===== config.mk =====
export PLATFORM = sky130hd
export DESIGN_NAME = riscv_pipeline_control_flat
export DESIGN_NICKNAME = d
export VERILOG_FILES = /design/src/rtl/riscv_pipeline_control_if.sv /design/src/rtl/riscv_pipeline_control.sv /design/src/flat_wrapper.sv
export SDC_FILE = /design/constraint.sdc
export NUM_CORES = 1
export LEC_CHECK = 0
export ABC_CLOCK_PERIOD_IN_PS = 6000
export BUFFER_PORTS_ARGS = -buffer_cell sky130_fd_sc_hd__buf_2
export CAP_MARGIN = 30
export CORE_MARGIN = 5
export CORE_UTILIZATION = 45
export CTS_CLUSTER_DIAMETER = 150
export DETAILED_ROUTE_END_ITERATION = 8
export PLACE_DENSITY = 0.77
export SLEW_MARGIN = 20
export SYNTH_ARGS = -nofsm -noshare
export SYNTH_HDL_FRONTEND = slang
export SYNTH_SLANG_ARGS = --single-unit

===== constraint.sdc =====
create_clock -name i_clk -period 6 [get_ports i_clk]
set_input_delay 1.8 -clock i_clk [delete_from_list [all_inputs] [get_ports i_clk]]
set_output_delay 1.8 -clock i_clk [all_outputs]
set_load 0.005 [all_outputs]

===== src/rtl/riscv_pipeline_control_if.sv =====
// Bundle of hazard inputs and pipeline-control outputs shared by the
// in-order pipeline datapath and its control block.
interface riscv_pipeline_control_if #(
  parameter int CNT_W = 16
);
  logic             i_fetch_valid;
  logic [4:0]       i_id_rs1;
  logic [4:0]       i_id_rs2;
  logic             i_id_rs1_used;
  logic             i_id_rs2_used;
  logic [4:0]       i_ex_rd;
  logic             i_ex_is_load;
  logic             i_ex_branch_taken;
  logic             i_ex_mc_start;
  logic             i_ex_mc_done;
  logic             i_mem_stall;
  logic             o_pc_en;
  logic             o_if_id_en;
  logic             o_id_ex_en;
  logic             o_ex_mem_en;
  logic             o_mem_wb_en;
  logic             o_if_id_flush;
  logic             o_id_ex_flush;
  logic             o_valid_id;
  logic             o_valid_ex;
  logic             o_valid_mem;
  logic             o_valid_wb;
  logic [CNT_W-1:0] o_stall_cnt;

  modport slave (
    input  i_fetch_valid, i_id_rs1, i_id_rs2, i_id_rs1_used, i_id_rs2_used,
           i_ex_rd, i_ex_is_load, i_ex_branch_taken, i_ex_mc_start,
           i_ex_mc_done, i_mem_stall,
    output o_pc_en, o_if_id_en, o_id_ex_en, o_ex_mem_en, o_mem_wb_en,
           o_if_id_flush, o_id_ex_flush, o_valid_id, o_valid_ex,
           o_valid_mem, o_valid_wb, o_stall_cnt
  );

  modport master (
    output i_fetch_valid, i_id_rs1, i_id_rs2, i_id_rs1_used, i_id_rs2_used,
           i_ex_rd, i_ex_is_load, i_ex_branch_taken, i_ex_mc_start,
           i_ex_mc_done, i_mem_stall,
    input  o_pc_en, o_if_id_en, o_id_ex_en, o_ex_mem_en, o_mem_wb_en,
           o_if_id_flush, o_id_ex_flush, o_valid_id, o_valid_ex,
           o_valid_mem, o_valid_wb, o_stall_cnt
  );
endinterface


===== src/rtl/riscv_pipeline_control.sv =====
// Hazard/stall control for a 5-stage in-order RISC-V pipeline: stage enables,
// bubble injection, per-stage valid tracking and a saturating stall counter.
module riscv_pipeline_control #(
  parameter int CNT_W = 16
) (
  input  logic                     i_clk,
  input  logic                     i_rstn,
  riscv_pipeline_control_if.slave  bus
);

  typedef enum logic {RUN, MC_BUSY} state_t;

  state_t           state, state_next;
  logic             valid_id, valid_ex, valid_mem, valid_wb;
  logic [CNT_W-1:0] stall_cnt;

  logic pc_en, if_id_en, id_ex_en, ex_mem_en, mem_wb_en;
  logic if_id_flush, id_ex_flush, mem_bubble;
  logic mc_busy, branch, load_use, rs1_hit, rs2_hit;

  // Hazard detection; EX-side requests only count when EX holds a real instruction
  assign mc_busy  = (state == MC_BUSY) && !bus.i_ex_mc_done;
  assign branch   = bus.i_ex_branch_taken && valid_ex;
  assign rs1_hit  = bus.i_id_rs1_used && (bus.i_id_rs1 == bus.i_ex_rd);
  assign rs2_hit  = bus.i_id_rs2_used && (bus.i_id_rs2 == bus.i_ex_rd);
  assign load_use = valid_ex && bus.i_ex_is_load && (bus.i_ex_rd != 5'd0) &&
                    valid_id && (rs1_hit || rs2_hit);

  always_comb begin
    pc_en       = 1'b1;
    if_id_en    = 1'b1;
    id_ex_en    = 1'b1;
    ex_mem_en   = 1'b1;
    mem_wb_en   = 1'b1;
    if_id_flush = 1'b0;
    id_ex_flush = 1'b0;
    mem_bubble  = 1'b0;
    if (bus.i_mem_stall) begin
      pc_en     = 1'b0;
      if_id_en  = 1'b0;
      id_ex_en  = 1'b0;
      ex_mem_en = 1'b0;
      mem_wb_en = 1'b0;
    end else if (mc_busy) begin
      // Multi-cycle op holds EX; MEM drains and receives bubbles
      pc_en      = 1'b0;
      if_id_en   = 1'b0;
      id_ex_en   = 1'b0;
      mem_bubble = 1'b1;
    end else if (branch) begin
      if_id_flush = 1'b1;
      id_ex_flush = 1'b1;
    end else if (load_use) begin
      pc_en       = 1'b0;
      if_id_en    = 1'b0;
      id_ex_flush = 1'b1;
    end
  end

  always_comb begin
    state_next = state;
    unique case (state)
      RUN:     if (bus.i_ex_mc_start && valid_ex && !bus.i_mem_stall) state_next = MC_BUSY;
      MC_BUSY: if (bus.i_ex_mc_done) state_next = RUN;
      default: state_next = RUN;
    endcase
  end

  // Stage boundary: FSM, valid shift chain and stall counter
  always_ff @(posedge i_clk or negedge i_rstn) begin
    if (!i_rstn) begin
      state     <= RUN;
      valid_id  <= 1'b0;
      valid_ex  <= 1'b0;
      valid_mem <= 1'b0;
      valid_wb  <= 1'b0;
      stall_cnt <= '0;
    end else begin
      state <= state_next;
      if (if_id_en)  valid_id  <= if_id_flush ? 1'b0 : bus.i_fetch_valid;
      if (id_ex_en)  valid_ex  <= id_ex_flush ? 1'b0 : valid_id;
      if (ex_mem_en) valid_mem <= mem_bubble  ? 1'b0 : valid_ex;
      if (mem_wb_en) valid_wb  <= valid_mem;
      if (!pc_en && (stall_cnt != '1)) stall_cnt <= stall_cnt + 1'b1;
    end
  end

  assign bus.o_pc_en       = pc_en;
  assign bus.o_if_id_en    = if_id_en;
  assign bus.o_id_ex_en    = id_ex_en;
  assign bus.o_ex_mem_en   = ex_mem_en;
  assign bus.o_mem_wb_en   = mem_wb_en;
  assign bus.o_if_id_flush = if_id_flush;
  assign bus.o_id_ex_flush = id_ex_flush;
  assign bus.o_valid_id    = valid_id;
  assign bus.o_valid_ex    = valid_ex;
  assign bus.o_valid_mem   = valid_mem;
  assign bus.o_valid_wb    = valid_wb;
  assign bus.o_stall_cnt   = stall_cnt;

endmodule


===== src/flat_wrapper.sv =====
// flat-port wrapper written by rule: the top's interface ports become plain ports
module riscv_pipeline_control_flat 
#(
  parameter int CNT_W = 16
)
  (i_clk, i_rstn, bus_i_fetch_valid, bus_i_id_rs1, bus_i_id_rs2, bus_i_id_rs1_used, bus_i_id_rs2_used, bus_i_ex_rd, bus_i_ex_is_load, bus_i_ex_branch_taken, bus_i_ex_mc_start, bus_i_ex_mc_done, bus_i_mem_stall, bus_o_pc_en, bus_o_if_id_en, bus_o_id_ex_en, bus_o_ex_mem_en, bus_o_mem_wb_en, bus_o_if_id_flush, bus_o_id_ex_flush, bus_o_valid_id, bus_o_valid_ex, bus_o_valid_mem, bus_o_valid_wb, bus_o_stall_cnt);
  riscv_pipeline_control_if #(.CNT_W(CNT_W)) bus_i ();
  input  logic i_clk;
  input  logic i_rstn;
  input wire logic [$bits(bus_i.i_fetch_valid)-1:0] bus_i_fetch_valid;
  input wire logic [$bits(bus_i.i_id_rs1)-1:0] bus_i_id_rs1;
  input wire logic [$bits(bus_i.i_id_rs2)-1:0] bus_i_id_rs2;
  input wire logic [$bits(bus_i.i_id_rs1_used)-1:0] bus_i_id_rs1_used;
  input wire logic [$bits(bus_i.i_id_rs2_used)-1:0] bus_i_id_rs2_used;
  input wire logic [$bits(bus_i.i_ex_rd)-1:0] bus_i_ex_rd;
  input wire logic [$bits(bus_i.i_ex_is_load)-1:0] bus_i_ex_is_load;
  input wire logic [$bits(bus_i.i_ex_branch_taken)-1:0] bus_i_ex_branch_taken;
  input wire logic [$bits(bus_i.i_ex_mc_start)-1:0] bus_i_ex_mc_start;
  input wire logic [$bits(bus_i.i_ex_mc_done)-1:0] bus_i_ex_mc_done;
  input wire logic [$bits(bus_i.i_mem_stall)-1:0] bus_i_mem_stall;
  output wire logic [$bits(bus_i.o_pc_en)-1:0] bus_o_pc_en;
  output wire logic [$bits(bus_i.o_if_id_en)-1:0] bus_o_if_id_en;
  output wire logic [$bits(bus_i.o_id_ex_en)-1:0] bus_o_id_ex_en;
  output wire logic [$bits(bus_i.o_ex_mem_en)-1:0] bus_o_ex_mem_en;
  output wire logic [$bits(bus_i.o_mem_wb_en)-1:0] bus_o_mem_wb_en;
  output wire logic [$bits(bus_i.o_if_id_flush)-1:0] bus_o_if_id_flush;
  output wire logic [$bits(bus_i.o_id_ex_flush)-1:0] bus_o_id_ex_flush;
  output wire logic [$bits(bus_i.o_valid_id)-1:0] bus_o_valid_id;
  output wire logic [$bits(bus_i.o_valid_ex)-1:0] bus_o_valid_ex;
  output wire logic [$bits(bus_i.o_valid_mem)-1:0] bus_o_valid_mem;
  output wire logic [$bits(bus_i.o_valid_wb)-1:0] bus_o_valid_wb;
  output wire logic [$bits(bus_i.o_stall_cnt)-1:0] bus_o_stall_cnt;
  assign bus_i.i_fetch_valid = bus_i_fetch_valid;
  assign bus_i.i_id_rs1 = bus_i_id_rs1;
  assign bus_i.i_id_rs2 = bus_i_id_rs2;
  assign bus_i.i_id_rs1_used = bus_i_id_rs1_used;
  assign bus_i.i_id_rs2_used = bus_i_id_rs2_used;
  assign bus_i.i_ex_rd = bus_i_ex_rd;
  assign bus_i.i_ex_is_load = bus_i_ex_is_load;
  assign bus_i.i_ex_branch_taken = bus_i_ex_branch_taken;
  assign bus_i.i_ex_mc_start = bus_i_ex_mc_start;
  assign bus_i.i_ex_mc_done = bus_i_ex_mc_done;
  assign bus_i.i_mem_stall = bus_i_mem_stall;
  assign bus_o_pc_en = bus_i.o_pc_en;
  assign bus_o_if_id_en = bus_i.o_if_id_en;
  assign bus_o_id_ex_en = bus_i.o_id_ex_en;
  assign bus_o_ex_mem_en = bus_i.o_ex_mem_en;
  assign bus_o_mem_wb_en = bus_i.o_mem_wb_en;
  assign bus_o_if_id_flush = bus_i.o_if_id_flush;
  assign bus_o_id_ex_flush = bus_i.o_id_ex_flush;
  assign bus_o_valid_id = bus_i.o_valid_id;
  assign bus_o_valid_ex = bus_i.o_valid_ex;
  assign bus_o_valid_mem = bus_i.o_valid_mem;
  assign bus_o_valid_wb = bus_i.o_valid_wb;
  assign bus_o_stall_cnt = bus_i.o_stall_cnt;
  riscv_pipeline_control #(.CNT_W(CNT_W)) u_core (.i_clk(i_clk), .i_rstn(i_rstn), .bus(bus_i));
endmodule

# Yosys cells after proc, flatten, opt, wreduce, memory -nomap -nowiden
# Cells that the tools add are included.
totals:
  reg_bits: 21
  inputBits: 25
  wordCells: 49
op_classes:
  n_addsub: 1
  eq_ne: 3
  muxes: 22
  bitwise_logic: 1
  reduce_logical: 16
ops:
  columns: ["cell", "count"]
  rows:
  - ["$mux W1", 21]
  - ["$add A16 B1 Y16 const B", 1]
  - ["$ne A16 B16 Y1 const B", 1]
  - ["$logic_and A1 B1 Y1", 11]
  - ["$eq A5 B5 Y1", 2]
  - ["$reduce_bool A5 Y1", 1]
  - ["$logic_not A1 Y1", 3]
  - ["$pmux W1 S2", 1]
  - ["$logic_or A1 B1 Y1", 1]
  - ["$not A1 Y1", 1]

# Depth between registers and ports, before layout
# Gate-level depths: netlist of the first run.
logic_depth:
  ltp_word: 10
  ltp_mapped: 8
  depth_no_buf: 7

# Worst setup path after synthesis of the first run
# No wires, ideal clock.
synth_path:
  kind: "input to output"
  startpoint: "input bus_i_ex_rd[1]"
  endpoint: "output bus_o_pc_en"
  t_arrival_ns: 3.043
  setup_slack_ns: 1.157
  stages: 6
  cell_sequence: "or4_1 -> o21ai_1 -> nor2_1 -> a21oi_4 -> buf_4 -> buf_4"
synth_via:
  elab_chain_cells: 8
synth_lines:
  columns: ["element", "line", "text"]
  rows:
  - ["start: declaration", "flat_wrapper.sv:15", "input wire logic [$bits(bus_i.i_ex_rd)-1:0] bus_i_ex_rd;"]
  - ["$eq A5 B5 Y1 (tied with other cells)", "riscv_pipeline_control.sv:24", "assign rs1_hit = bus.i_id_rs1_used && (bus.i_id_rs1 == bus.i_ex_rd);"]
  - ["$logic_and A1 B1 Y1 (on tied branches)", "riscv_pipeline_control.sv:24, riscv_pipeline_control.sv:25, riscv_pipeline_control.sv:26", null]
  - ["$logic_or A1 B1 Y1 or $logic_and A1 B1 Y1 (tied branches)", "riscv_pipeline_control.sv:27, riscv_pipeline_control.sv:26", null]
  - ["$logic_and A1 B1 Y1 *", "riscv_pipeline_control.sv:27", "valid_id && (rs1_hit || rs2_hit);"]
  - ["$mux W1 * (4 in a row)", null, null]
  - ["end: declaration", "flat_wrapper.sv:21", "output wire logic [$bits(bus_i.o_pc_en)-1:0] bus_o_pc_en;"]
# Mark *: on every way between the ends. The rest lies on a longest branch, timed or not.

# Worst setup path after layout of the first run
layout_path:
  startpoint: "input bus_i_ex_rd[1]"
  endpoint: "output bus_o_if_id_en"
layout_via:
  elab_chain_cells: 8
layout_lines:
  columns: ["element", "line", "text"]
  rows:
  - ["$eq A5 B5 Y1 (tied with other cells)", "riscv_pipeline_control.sv:24", null]
  - ["$logic_and A1 B1 Y1 (on tied branches)", "riscv_pipeline_control.sv:24, riscv_pipeline_control.sv:25, riscv_pipeline_control.sv:26", null]
  - ["$logic_or A1 B1 Y1 or $logic_and A1 B1 Y1 (tied branches)", "riscv_pipeline_control.sv:27, riscv_pipeline_control.sv:26", null]
  - ["$logic_and A1 B1 Y1 *", "riscv_pipeline_control.sv:27", null]
  - ["$mux W1 *", "riscv_pipeline_control.sv:53", "end else if (load_use) begin"]
  - ["$mux W1 *", "riscv_pipeline_control.sv:50", "end else if (branch) begin"]
  - ["$mux W1 *", "riscv_pipeline_control.sv:44", "end else if (mc_busy) begin"]
  - ["$mux W1 *", "riscv_pipeline_control.sv:38", "if (bus.i_mem_stall) begin"]
  - ["end: declaration", "flat_wrapper.sv:22", "output wire logic [$bits(bus_i.o_if_id_en)-1:0] bus_o_if_id_en;"]
# Marks and branches as above.

==> results of run 1 <==
==> where the power goes <==
part | internal (mW) | leakage, nW | switching, mW
Sequential | 0.180 | 0.261 | 0.0427
Combinational | 0.0712 | 0.441 | 0.0623
Clock | 0.0259 | 0.0150 | 0.0407
==> kinds of logic after synthesis <==
| group | count (synthesis) |
|---|---|
| muxes | 4 |
| DFF | 21 |
| and+or+nand+nor | 52 |
| buffers and inverters | 8 |
| AOI/OAI and AO/OA | 7 |
| xor gates and xnor gates | 23 |
| adders and majority gates | 1 |
==> registers in the layout (all words and copies together) (netlist names) <==
signal                  flops
u_core.bus.o_stall_cnt     16
u_core.bus.o_valid_ex       1
u_core.bus.o_valid_id       1
u_core.bus.o_valid_mem      1
u_core.bus.o_valid_wb       1
u_core.state                1
==> path summary, 6_finish.rpt <==
path	end	slack (ns)	cells past startpoint
min in group asynchronous	u_core.bus.o_stall_cnt[14]$_DFFE_PN0P_	1.43	1
hold / removal	u_core.bus.o_stall_cnt[9]$_DFFE_PN0P_	0.50	1
max in group asynchronous	u_core.state$_DFF_PN0_	4.24	1
setup reg to reg	u_core.bus.o_stall_cnt[14]$_DFFE_PN0P_	4.10	6
setup / recovery	bus_o_if_id_en	0.89	6
hold reg to reg	u_core.bus.o_stall_cnt[9]$_DFFE_PN0P_	0.50	1
==> critical path: stages <==
cell	delay, ns
buf_2	0.12
or4_1	0.52
o21ai_1	0.18
nor2_1	0.09
a21oi_4	0.39
buf_2	0.20
==> per-layer routing <==
metal | global-route usage, % | share of wire, % | vias up
met5 | 0 | 0 | -
met4 | 7.740 | 1.0 | 0
met3 | 2.128 | 7.1 | 2
met2 | 27.02 | 50 | 37
met1 | 18.52 | 41 | 470
li1 | - | - | 505
==> cell usage after synthesis, types with 2 or more instances <==
| master | count |
|---|---|
| and3_1 | 2 |
| buf_4 | 3 |
| dfrtp_1 | 21 |
| inv_1 | 4 |
| mux2_1 | 2 |
| mux2_2 | 2 |
| nand2_1 | 14 |
| nand2b_1 | 2 |
| nand3_1 | 5 |
| nand4_1 | 4 |
| nor2_1 | 7 |
| nor3_1 | 4 |
| nor4_1 | 6 |
| nor4b_1 | 4 |
| xnor2_1 | 11 |
| xor2_1 | 12 |
==> cell type report <==
cell class,count,area (um2)
Timing Repair Buffer,52,262.8
Fill cell,233,1023
Multi-Input combinational cell,87,586.8
Inverter,4,15.01
Clock buffer,4,26.28
Sequential cell,21,525.5
Tap cell,30,37.54
==> stage by stage <==
step / utilization (%) / hold WS (ns)
floorplan: - / 0.4779
global placement: 57.63 / 0.4751
detailed placement: 57.63 / 0.4799
CTS: 58.69 / 0.5022
global route: 58.69 / 0.5314
finish: 58.69 / 0.5008
==> placed cells by master (no fill, tap or decap) <==
master,synthesis,routed
inv_1,4,4
nor4b_1,4,4
a22o_1,1,1
nor2_1,7,7
a21oi_4,1,1
nor4_1,6,6
a21oi_1,1,1
o21ai_1,1,1
and2_1,1,1
xnor2_1,11,11
xor2_1,12,12
dfrtp_1,21,21
ha_1,1,1
o21ai_0,1,1
mux2_1,2,2
nand2_1,14,14
nand3_1,5,5
and3_1,2,2
clkbuf_4,0,3
clkbuf_1,0,1
or4_1,1,1
mux2_2,2,2
nor3b_1,1,1
nand2b_1,2,2
nor3_1,4,4
o22ai_1,1,1
buf_2,1,51
nor2b_1,1,1
nand4_1,4,4
buf_4,3,1
o31ai_1,1,1
==> key figures, run 1 <==
Logic synthesis
  – Seq/Total Area, Yosys: 45.50%
  – Most common flop cell mapped by yosys: dfrtp_1
  – Post-Synth Simple-Gate Area: a little under a quarter
  – Largest family of logic cells by synthesized area: simple AND/OR/NAND/NOR gates
  – Ys async rst share: between 90% and 100%
  – Yosys synthesis warning count: 0
  – Post-synth net total: between 100 and 150
  – Gate Count Post-Synth: around 120
  – Cell Area, Synth: 1155 um2
  – Library cells used by synthesis: 29
  – Yosys reg bits: 21
  – Top post-synthesis cells by area: dfrtp_1 (46%), xor2_1 (9.1%), xnor2_1 (8.3%)
  – Synth Area in Compound Gates: between 4 and 5%
  – Cell taking the most area after synthesis: dfrtp_1
  – Adder-cell share of the synthesized area: 1.083%
  – Post-synth EDFFs: 0
  – Xor/xnor share of the synthesized area: about 17%
  – Area share of the largest cell type after synthesis: between 40% and 50%
  – Mux cell area share after synthesis: 3.900%
  – Synth Area per Inst: roughly 10 um2

STA
  – Final worst-path cycle share: between 80% and 90%
  – Fin. Hold Viols: 0
  – Worst Setup Slack, final: ~0.9 ns
  – Slew margin rel.: between 60% and 70%
  – Setup TNS Final: 0 ns
  – Fmax: ~0.20 GHz
  – Setup-failing EPs final: 0
  – Final Max Slew Viols: 0
  – Worst Skew: about 0.007 ns
  – Minimum clock period: just over 5 ns
  – Slew at the pin closest to its max-slew limit: roughly 0.47 ns
  – RSZ-0062 raised after global routing: no

Final layout
  – Diode count: 0
  – Final Cell Area: 1454 um2
  – Synthesis-to-layout area growth: 25.89%
  – Layout cells sized above 1: 34.52%
  – Finished Layout Cells: approximately 200
  – Final #Nets: around 200

Worst setup path
  – Worst endpoint required time: ~4.2 ns
  – Worst setup path class: input pin to primary output
  – Crit. End Element: primary output
  – Reg-to-Reg Start: u_core.bus.o_valid_ex$_DFFE_PN0P_
  – Crit path DAT: 3.31 ns
  – Crit Path Max Fanout: 17
  – Critical Path Source: bus_i_ex_rd[1]
  – Critical path launch point type: input pin

Floorplanning
  – I/O pin cnt: 52
  – Die width: ~61 um
  – Num rows: 18
  – CORE AREA: ~2500 um2
  – Initial core utilization: a little under half
  – Die extent in y: 60.66 um
  – Die ar.: about 3700 um2

Global route
  – Wire length of the first global-routing pass: 4333 um
  – Largest net degree at the start of global routing: 22
  – GRT Resource Usage Total: 15.48%
  – Vias in the first global route: approximately 1000
  – Total grt overflow: 0
  – Initial antenna violation count: 0

Status
  – Status: finished clean

Detailed routing
  – Final Routed Wirelength: approximately 2600 um
  – ANT nets after route: 0
  – Vias per std cell: 5.121
  – Number of DRC markers in iteration 0: 45
  – TritonRoute pass-1 iters: 4
  – Routed WL per cell: ~13 um
  – DR vias: ~1000
  – DRC Markers: 0

Min path
  – Worst Hold Class: flip-flop to flip-flop
  – Hold wc startpoint: u_core.bus.o_stall_cnt[9]$_DFFE_PN0P_

Power
  – Pleak: a little over 0.7 nW
  – Total chip power: 0.4229 mW
  – Worst vdd ir: between 0.15 and 0.2 mV
  – Power per cell area: 290.9 nW/um2

Clock tree
  – # hold bufs at CTS: 0
  – Worst-path clk slew: 0.11 ns
  – Clk_lat worst skew: roughly 0.3 ns
  – TritonCTS clock tree: done
  – # clock sinks: 21
  – H-tree levels: 1
  – TritonCTS buffer count: 3
  – # resized after CTS: 0
  – # Post-CTS Setup Buffers: 0
  – Worst-case clock buffer depth: 2
  – Root buffer cell: clkbuf_4

Placed design
  – DP Worst Slack: ~0.91 ns
  – # port buffers: a little over 50
  – HPWL Detailed: 2110 um
  – DP Cell Count: around 190
  – DP Area: about 1400 um2
  – Routability cong.: approximately 0.8

Run
  – Maxcap violations: 0
Power figures use the tool's default switching activity.
==> run 2: changes to the inputs <==
CORE_UTILIZATION = 49   (was 45)
PLACE_DENSITY = 0.83   (was 0.77)
==> key figures, run 2 (synthesized netlist as in run 1, its figures left out) <==
Status
  – Status: finished clean

STA
  – RSZ-0062 raised after global routing: no
  – Fmax: roughly 0.19 GHz
  – Final worst-path cycle share: a little under nine tenths
  – Fin. Hold Viols: 0
  – Setup TNS Final: 0 ns
  – Setup-failing EPs final: 0
  – Worst Skew: around 0.0049 ns
  – Slew at the pin closest to its max-slew limit: around 0.46 ns
  – Slew margin rel.: between 60% and 70%
  – Min Hold Slack: ~0.5 ns
  – Final Max Slew Viols: 0
  – Minimum clock period: just over 5 ns

Final layout
  – Diode count: 0
  – Layout cells sized above 1: around 35%
  – Most frequent cells in the layout: buf_2 (51), dfrtp_1 (21), nand2_1 (14)
  – # fillers: roughly 190
  – Most common cell after layout, fill and taps aside: buf_2
  – Final #Nets: roughly 200
  – Final core occ: around two thirds
  – Synthesis-to-layout area growth: 25.68%
  – Final Cell Area: 1451 um2
  – Number of flip-flops in the largest register: 16

Clock tree
  – TritonCTS clock tree: done
  – TritonCTS buffer count: 3
  – # Post-CTS Setup Buffers: 0
  – Worst-case clock buffer depth: 2
  – Root buffer cell: clkbuf_4
  – Clk_lat worst skew: roughly 0.30 ns
  – H-tree levels: 1
  – Worst-path clk slew: ~0.11 ns
  – # hold bufs at CTS: 0
  – # resized after CTS: 0
  – # clock sinks: 21

Placed design
  – # port buffers: 51
  – DP Area: between 1000 and 1500 um2
  – HPWL Detailed: around 2200 um
  – Routability cong.: 0.7816

Min path
  – Worst Hold Class: flip-flop to flip-flop
  – Hold path depth: 1

Global route
  – Total grt overflow: 0
  – Wire length of the first global-routing pass: between 4000 and 5000 um
  – Vias in the first global route: 1075
  – Initial antenna violation count: 0
  – Largest net degree at the start of global routing: 22
  – GRT Resource Usage Total: 17.10%

Worst setup path
  – Crit path DAT: 3.35 ns
  – Crit. End Element: primary output
  – Worst setup path class: input pin to primary output
  – Worst endpoint required time: ~4.2 ns
  – FF-to-FF path depth: 6
  – Critical path launch point type: input pin
  – Crit Path Max Fanout: 17

Detailed routing
  – DR vias: roughly 1000
  – Routed WL per cell: 14.12 um
  – ANT nets after route: 0
  – Number of DRC markers in iteration 0: 28
  – DRC Markers: 0
  – TritonRoute pass-1 iters: 4
  – Final Routed Wirelength: around 2800 um
  – Vias per std cell: between 5 and 6

Power
  – Total chip power: around 0.43 mW
  – Pleak: 0.7163 nW
  – Worst vdd ir: approximately 0.21 mV
  – Power per cell area: between 200 and 300 nW/um2

Floorplanning
  – Initial core utilization: between 50 and 60%
  – Die width: ~59 um
  – CORE AREA: roughly 2200 um2
  – Num rows: 17
  – Die ar.: ~3400 um2
  – Die extent in y: about 59 um
  – I/O pin cnt: 52

Run
  – Maxcap violations: 0
==> run 2: cell counts in the layout (fill, tap and decap cells not counted) <==
Identical to the previous run, type by type.
==> run 2: power breakdown <==
| part | internal [mW] | switching (mW) | total [mW] |
|---|---|---|---|
| sequential | 0.180 | 0.0444 | 0.224 |
| combinational | 0.0715 | 0.0635 | 0.135 |
| clock | 0.0259 | 0.0419 | 0.0677 |
==> run 2: final timing paths <==
kind | from | end | slack, ns
hold / removal | u_core.bus.o_stall_cnt[5]$_DFFE_PN0P_ | u_core.bus.o_stall_cnt[5]$_DFFE_PN0P_ | 0.50
hold reg to reg | u_core.bus.o_stall_cnt[5]$_DFFE_PN0P_ | u_core.bus.o_stall_cnt[5]$_DFFE_PN0P_ | 0.50
setup / recovery | bus_i_ex_rd[1] | bus_o_if_id_en | 0.85
max in group asynchronous | i_rstn | u_core.bus.o_valid_ex$_DFFE_PN0P_ | 4.25
min in group asynchronous | i_rstn | u_core.bus.o_stall_cnt[13]$_DFFE_PN0P_ | 1.43
setup reg to reg | u_core.bus.o_valid_ex$_DFFE_PN0P_ | u_core.bus.o_stall_cnt[14]$_DFFE_PN0P_ | 4.07
==> run 2: area by class of cell <==
class                           count  area [um2]  share of cell area [%]
Timing Repair Buffer               52       262.8                   18.10
Clock buffer                        4       26.28                   1.810
Sequential cell                    21       525.5                   36.21
Tap cell                           28       35.03                   2.414
Inverter                            4       15.01                   1.034
Multi-Input combinational cell     87       586.8                   40.43
==> run 2: metal layers <==
layer / vias up / GRT usage, % / wire length, um
li1: 505 / - / -
met1: 489 / 20.53 / 1136
met2: 36 / 28.87 / 1419
met3: 8 / 2.851 / 120
met4: 0 / 9.603 / 91
met5: - / 0 / 0
==> run 2: critical path, stage by stage <==
cell and delay, ns:
buf_2 0.12, or4_1 0.53, o21ai_1 0.19, nor2_1 0.10, a21oi_4 0.40, buf_2 0.20
==> run 2: through the flow <==
step                instances  setup WS [ns]
finish                    196         0.8469
global route              196         0.7575
CTS                       196         0.8466
detailed placement        192         0.8395
global placement          192         0.9268
floorplan                 116          1.157
==> run 3: changes to the inputs <==
==> constraint.sdc (replaced) <==
create_clock -name i_clk -period 6 [get_ports i_clk]
set_input_delay 0.3 -clock i_clk [delete_from_list [all_inputs] [get_ports i_clk]]
set_output_delay 0.3 -clock i_clk [all_outputs]
set_load 0.005 [all_outputs]
==> key figures, run 3 (synthesized netlist as in run 1, its figures left out) <==
Status
  – Status: finished clean

Power
  – Total chip power: approximately 0.42 mW
  – Power per cell area: between 200 and 300 nW/um2
  – Psw: 0.1467 mW
  – Worst vdd ir: about 0.22 mV
  – Sequential share of power: between 50 and 60%
  – Sw Share: approximately 35%
  – Internal power: about 0.28 mW
  – Power share of the combinational group: a little under a third
  – Clock share of power: about 15%
  – Pleak: approximately 0.7 nW

STA
  – Setup-failing EPs final: 0
  – Final Max Slew Viols: 0
  – Slew at the pin closest to its max-slew limit: about 0.58 ns
  – RSZ-0062 raised after global routing: no
  – Setup TNS Final: 0 ns
  – Worst Skew: about 0.003 ns
  – Min Hold Slack: ~0.26 ns
  – Worst Setup Slack, final: ~3.8 ns
  – Minimum clock period: roughly 2.2 ns
  – Slew margin rel.: slightly above 60%
  – Fmax: 0.4619 GHz
  – Fin. Hold Viols: 0
  – Final worst-path cycle share: 36.08%

Global route
  – Largest net degree at the start of global routing: 22
  – Total grt overflow: 0
  – Wire length of the first global-routing pass: ~4600 um
  – Initial antenna violation count: 0
  – Vias in the first global route: approximately 1100
  – GRT Resource Usage Total: roughly 17%

Placed design
  – DP Worst Slack: approximately 3.8 ns
  – HPWL Detailed: ~2200 um
  – # port buffers: 51
  – DP Area: roughly 1400 um2
  – Routability cong.: 0.8023

Final layout
  – Most common cell after layout, fill and taps aside: buf_2
  – Final Cell Area: 1461 um2
  – Most frequent cells in the layout: buf_2 (51), dfrtp_1 (21), nand2_1 (14)
  – Diode count: 0
  – Layout cells sized above 1: between 30% and 40%
  – # fillers: approximately 200
  – Final #Nets: 196
  – Register Area: 525.5 um2
  – Synthesis-to-layout area growth: 26.54%
  – Multi-input logic area: 586.8 um2
  – Number of flip-flops in the largest register: 16

Worst setup path
  – CP cell instances: nand3_1, nor2_1, nand3_1, nor3_1, buf_4, nor2_1, mux2_2
  – Worst endpoint required time: 6.19 ns
  – Crit. End Element: flip-flop
  – Slowest-stage cell, CP: nor3_1
  – Critical path launch point type: flip-flop
  – Crit path DAT: between 2 and 2.5 ns
  – Crit Path Max Fanout: 8
  – CP peak stage delay: around 0.53 ns
  – Worst setup path class: flip-flop to flip-flop

Clock tree
  – Clk_lat worst skew: about 0.29 ns
  – TritonCTS clock tree: done
  – # resized after CTS: 0
  – Worst-case clock buffer depth: 2
  – # Post-CTS Setup Buffers: 0
  – # clock sinks: 21
  – H-tree levels: 1
  – Root buffer cell: clkbuf_4
  – Worst-path clk slew: 0.11 ns
  – TritonCTS buffer count: 3
  – # hold bufs at CTS: 1

Detailed routing
  – ANT nets after route: 0
  – Vias per std cell: ~5.2
  – Number of DRC markers in iteration 0: 22
  – TritonRoute pass-1 iters: 4
  – Routed WL per cell: about 14 um
  – Final Routed Wirelength: 2728 um
  – DR vias: between 1000 and 1500
  – DRC Markers: 0

Min path
  – Worst Hold Class: input pin to flip-flop

Floorplanning
  – Num rows: 17
  – CORE AREA: 2233 um2
  – Die ar.: 3428 um2
  – I/O pin cnt: 52
  – Initial core utilization: 51.71%
  – Die extent in y: about 59 um
  – Die width: between 50 and 60 um

Run
  – Maxcap violations: 0
run 3: cell types whose count changed in the layout (fill, tap and decap cells not counted):
cell	before	now
dlygate4sd3_1	0	1
run 3: layer usage:
metal	up-vias	share of wire (%)	global-route usage (%)
li1	508	-	-
met1	497	39	19.15
met2	19	55	30.78
met3	2	4.9	4.386
met4	0	0.44	3.974
met5	-	0	0
run 3: cell type report:
| cell class | count | share of cell area [%] |
|---|---|---|
| Timing Repair Buffer | 53 | 18.66 |
| Inverter | 4 | 1.027 |
| Tap cell | 28 | 2.397 |
| Multi-Input combinational cell | 87 | 40.15 |
| Clock buffer | 4 | 1.798 |
| Sequential cell | 21 | 35.96 |
run 3: metrics by stage:
step	cells	utilization (%)
finish	197	65.43
global route	197	65.43
CTS	197	65.43
detailed placement	192	63.81
global placement	191	63.47
floorplan	116	-
run 3: power groups by stage:
stage / Sequential, mW / Combinational, mW / Clock, mW
3_3_place_gp: 0.221 / 0.135 / 0
2_1_floorplan: 0.224 / 0.0681 / 0
3_5_place_dp: 0.226 / 0.137 / 0
5_1_grt: 0.231 / 0.154 / 0.0753
4_1_cts: 0.223 / 0.138 / 0.0685
6_report: 0.223 / 0.135 / 0.0655
run 3: path summary, 6_finish.rpt:
path,start,to,slack (ns),cells after the start
min in group asynchronous,i_rstn,u_core.bus.o_stall_cnt[15]$_DFFE_PN0P_,0.49,2
hold / removal,bus_i_ex_mc_start,u_core.state$_DFF_PN0_,0.26,3
setup reg to reg,u_core.bus.o_stall_cnt[7]$_DFFE_PN0P_,u_core.bus.o_stall_cnt[1]$_DFFE_PN0P_,3.84,7
max in group asynchronous,i_rstn,u_core.bus.o_stall_cnt[3]$_DFFE_PN0P_,5.19,2
setup / recovery,u_core.bus.o_stall_cnt[7]$_DFFE_PN0P_,u_core.bus.o_stall_cnt[1]$_DFFE_PN0P_,3.84,7
hold reg to reg,u_core.bus.o_stall_cnt[5]$_DFFE_PN0P_,u_core.bus.o_stall_cnt[5]$_DFFE_PN0P_,0.50,1
run 3: worst max-delay path, delay by kind of cell (launching register included):
| family | cells | cell delay, ns |
|---|---|---|
| multiplexers | 1 | 0.29 |
| AND/OR/NAND/NOR | 5 | 1.08 |
| buffers and inverters | 1 | 0.26 |
| flip-flops | 1 | 0.44 |
